$ cat src/rtl/pipe_stage_fifo.sv
// Elastic valid/ready buffer between two pipeline stages: DEPTH-entry queue of
// opaque WIDTH-bit payloads with synchronous flush and a 64-bit pop-order tag.
module pipe_stage_fifo #(
   parameter int WIDTH = 256,
   parameter int DEPTH = 2
) (
   input  logic                       clk,
   input  logic                       rst,
   input  logic                       in_valid,
   output logic                       in_ready,
   input  logic [WIDTH-1:0]           in_data,
   output logic                       out_valid,
   input  logic                       out_ready,
   output logic [WIDTH-1:0]           out_data,
   output logic [63:0]                out_order,
   input  logic                       flush,
   output logic [$clog2(DEPTH+1)-1:0] count
);

   localparam int CW = $clog2(DEPTH + 1);
   localparam int PW = (DEPTH > 1) ? $clog2(DEPTH) : 1;
   // A one-entry buffer still needs a 1-bit pointer; the spare slot is never addressed.
   localparam int MD = (DEPTH > 1) ? DEPTH : 2;
   localparam logic [CW-1:0] FULL = CW'(DEPTH);
   localparam logic [PW-1:0] LAST = PW'(DEPTH - 1);

   logic [WIDTH-1:0] mem_q [MD];
   logic [PW-1:0]    rd_ptr_q, rd_ptr_d;
   logic [PW-1:0]    wr_ptr_q, wr_ptr_d;
   logic [CW-1:0]    count_q, count_d;
   logic [63:0]      order_q, order_d;
   logic             push;
   logic             pop;

   // Readiness depends only on held state, so a full buffer never passes through.
   assign in_ready  = !rst && !flush && (count_q != FULL);
   assign out_valid = !flush && (count_q != '0);
   assign push      = in_valid && in_ready;
   assign pop       = out_valid && out_ready;
   assign out_data  = mem_q[rd_ptr_q];
   assign out_order = order_q;
   assign count     = count_q;

   always_comb begin
      rd_ptr_d = rd_ptr_q;
      wr_ptr_d = wr_ptr_q;
      count_d  = count_q;
      order_d  = order_q;
      if (flush) begin
         rd_ptr_d = '0;
         wr_ptr_d = '0;
         count_d  = '0;
      end else begin
         if (push) begin
            wr_ptr_d = (wr_ptr_q == LAST) ? '0 : wr_ptr_q + PW'(1);
         end
         if (pop) begin
            rd_ptr_d = (rd_ptr_q == LAST) ? '0 : rd_ptr_q + PW'(1);
            order_d  = order_q + 64'd1;
         end
         case ({push, pop})
            2'b10:   count_d = count_q + CW'(1);
            2'b01:   count_d = count_q - CW'(1);
            default: count_d = count_q;
         endcase
      end
   end

   // Flushed entries were never popped, so the order tag survives a flush.
   always_ff @(posedge clk or posedge rst) begin
      if (rst) begin
         rd_ptr_q <= '0;
         wr_ptr_q <= '0;
         count_q  <= '0;
         order_q  <= '0;
      end else begin
         rd_ptr_q <= rd_ptr_d;
         wr_ptr_q <= wr_ptr_d;
         count_q  <= count_d;
         order_q  <= order_d;
      end
   end

   always_ff @(posedge clk) begin
      if (push) begin
         mem_q[wr_ptr_q] <= in_data;
      end
   end

endmodule

$ cat config.mk
export PLATFORM = sky130hd
export DESIGN_NAME = pipe_stage_fifo
export DESIGN_NICKNAME = d
export VERILOG_FILES = /design/src/rtl/pipe_stage_fifo.sv
export SDC_FILE = /design/constraint.sdc
export NUM_CORES = 1
export LEC_CHECK = 0
export ABC_AREA = 1
export CAP_MARGIN = 20
export CORE_UTILIZATION = 32
export CTS_BUF_LIST = sky130_fd_sc_hd__clkbuf_8 sky130_fd_sc_hd__clkbuf_16
export CTS_CLUSTER_DIAMETER = 60
export CTS_CLUSTER_SIZE = 14
export DETAILED_ROUTE_END_ITERATION = 10
export RECOVER_POWER = 100
export SLEW_MARGIN = 20
export SYNTH_ARGS = -nofsm -noshare
export SYNTH_HDL_FRONTEND = slang
export SYNTH_SLANG_ARGS = --single-unit
$ cat constraint.sdc
create_clock -name clk -period 30.9 [get_ports clk]
set_clock_uncertainty 0.05 [all_clocks]
set_input_delay 4.635 -clock clk [delete_from_list [all_inputs] [get_ports clk]]
set_output_delay 4.635 -clock clk [all_outputs]
set_load 0.05 [all_outputs]
==> flow_metrics.tcl <==
set metrics [dict create \
    outcome "finished, violations left" \
    violations "capacitance limit, slew limit" \
    holdBufCountCts 0 \
    finalMaxSlewViolations 836 \
    synth_area_leaders "edfxtp_1, mux2_2, dfrtp_1" \
    path_max_fanout 71 \
    syn_nets 1629 \
    final_hold_viol_count 0 \
    ys_seq_area_frac 0.757 \
    dp_cells 2864 \
    ant_nets 0 \
    vias 13300 \
    worstPathArrival_ns 15.19 \
    core_um2 69200 \
    h-tree-depth 2 \
    grt_setup_unrepaired "no" \
    cts-root-buf "clkbuf_16" \
    fin_area_um2 30900 \
    drc 0 \
    crit_top_cell "clkbuf_1" \
    gp_congestion 0.852 \
    grt_pass1_vias 14300 \
    pre_cts_slack_ns 19.46 \
    drive_above_1_share 0.159 \
    synth_warnings 0 \
    crit_family "buffers and inverters" \
    fin_ws_ns 15.77 \
    end_kind "register" \
    startpoint_type "primary input" \
    power.density_nw_per_um2 62.5 \
    post_cts_resized 0 \
    vias_per_cell 4.49 \
    fin_setup_tns_ns 0 \
    rows 96 \
    die_area_um2 71600 \
    min_period_ns 15.13 \
    wl_per_cell_um 19.3 \
    avgSynthCellArea_um2 16.5 \
    ir_drop_mv 0.0387 \
    io_pins 585 \
    cp_slowest_stage_delay_ns 3.02 \
    cap_violations 13 \
    holdWs_ns 0.444 \
    drt-initial-drc-count 754 \
    die_y_um 268 \
    period_share 0.490 \
    hpwl_um 40500 \
    synthCells 1367 \
    synth_cell_types 28 \
    setup_violations 0 \
    synth_top_area_share 0.681 \
    netlist_area_um2 22600 \
    fin_cells 2966 \
    ys_ff_latch 580 \
    track_usage 0.157 \
    path_class "in2reg" \
    die_w_um 268 \
    cts_num_sinks 580 \
    port_buffers 584 \
    synth_top_cell_by_area "edfxtp_1" \
    postCtsSetupBuffers 0 \
    numCtsBuffers 53 \
    cp.required_ns 30.96 \
    clk_pin_slew_ns 0.07 \
    clockBufferDepth 3 \
    max_slew_margin -1.87 \
    min_path_type "reg2reg" \
    initial_core_util 0.326 \
    grt-ovfl-total 0 \
    antenna_found_initial 33 \
    grt_pass1_wl_um 84900 \
    drt-pass1-iter-count 4 \
    worst-path-buf-inv 5 \
    cts_tree "built" \
    fin_nets 2250 \
    fmax_ghz 0.0661 \
    cp_slowest_cell "clkbuf_1" \
    worst_pin_slew_ns 4.30 \
    routed_wl_um 57200 \
    grt_max_degree 76 \
    p_leak_nw 11.0 \
    place_area_um2 29500 \
    areaGrowthSynthToFinish_pct 37.1 \
    crit_chain "dlygate4sd3_1, inv_1, nand2_1, a21oi_1, nand2_1, nor2_1, clkbuf_1, clkbuf_1, clkbuf_1" \
    clkLatencyLatePin_ns 0.60 \
]
cells by family after synthesis:
logic type	Yosys count	share of synthesized area
flops	580	0.757
simple gates	371	0.0775
mux	256	0.128
buf+inv	111	0.0199
xor+xnor	40	0.0155
compound gates	8	0.00189
fa+ha+maj	1	0.000555
flip-flops by register name (all words and copies together), names as in the netlist:
| signal | cells |
|---|---|
| wr_ptr_q | 1 |
| rd_ptr_q | 1 |
| out_order | 64 |
| count | 2 |
| mem_q | 512 |
area by class of cell:
| type | instances | area (um^2) |
|---|---|---|
| Multi-Input combinational cell | 676 | 4900 |
| Clock inverter | 29 | 229 |
| Timing Repair Buffer | 596 | 5890 |
| Sequential cell | 580 | 17100 |
| Fill cell | 6207 | 38200 |
| Clock buffer | 53 | 1330 |
| Inverter | 81 | 304 |
| Antenna cell | 20 | 50.0 |
| Tap cell | 931 | 1160 |
power by group:
part	internal (mW)	switching, mW	total [mW]
Sequential	0.884	0.0167	0.901
Clock	0.315	0.293	0.608
Combinational	0.153	0.273	0.426
routing by layer:
| layer | share of wire | track usage |
|---|---|---|
| met1 | 0.35 | 0.168 |
| met2 | 0.52 | 0.278 |
| met3 | 0.095 | 0.0664 |
| met4 | 0.028 | 0.0530 |
| met5 | 0.0021 | 0 |
cells in the mapped netlist (all sizes together):
library cell / n
edfxtp: 512
mux2: 256
nand2: 187
nor2: 94
inv: 81
dfrtp: 68
nand3: 37
buf: 25
xor2: 25
nand4: 21
xnor2: 15
nor3: 14
nand3b: 13
o21ai: 6
clkbuf: 5
and2: 4
a21oi: 1
ha: 1
nor3b: 1
o21bai: 1
worst min-delay path: stages, from the launching register on:
cell     delay, ns
dfrtp_1       0.36
nand2_1       0.06
nand2_1       0.04
per-stage QoR:
stage                     total power [mW]   util
after detailed placement              1.36  0.427
final                                 1.93  0.447
after global placement                1.36  0.427
after CTS                             1.98  0.449
after global routing                  2.01  0.447
after floorplan                       1.21      -
cells in the final DEF, fill, tap and decap left out, types with 12 or more instances in the layout:
cell type        synthesis  routed
clkbuf_16                0      53
nor2_1                  78      88
clkbuf_1                 5      12
diode_2                  0      20
xor2_1                  25      25
edfxtp_1               512     512
clkdlybuf4s50_1          0      19
nor3_1                  10      14
inv_1                   79      91
xnor2_1                 15      15
mux2_1                   0      14
dlygate4sd3_1            0     565
mux2_2                 256     242
dfrtp_1                 68      68
nand3b_1                13      13
nand2_1                184     184
nand4_1                 21      21
nand3_1                 31      37
final timing paths:
kind / slack [ns] / depth (start not counted) / start / to
worst max-delay path: 15.77 / 9 / rst / mem_q[1][51]$_DFFE_PP_
worst max register to register: 20.61 / 7 / count[0]$_DFFE_PP0P_ / mem_q[1][51]$_DFFE_PP_
min in group asynchronous: 4.62 / 2 / rst / out_order[11]$_DFFE_PP0P_
max in group asynchronous: 22.97 / 3 / rst / out_order[51]$_DFFE_PP0P_
worst min register to register: 0.44 / 2 / out_order[63]$_DFFE_PP0P_ / out_order[63]$_DFFE_PP0P_
worst min-delay path: 0.44 / 2 / out_order[63]$_DFFE_PP0P_ / out_order[63]$_DFFE_PP0P_
No activity file was read; power rests on OpenSTA's default activity.
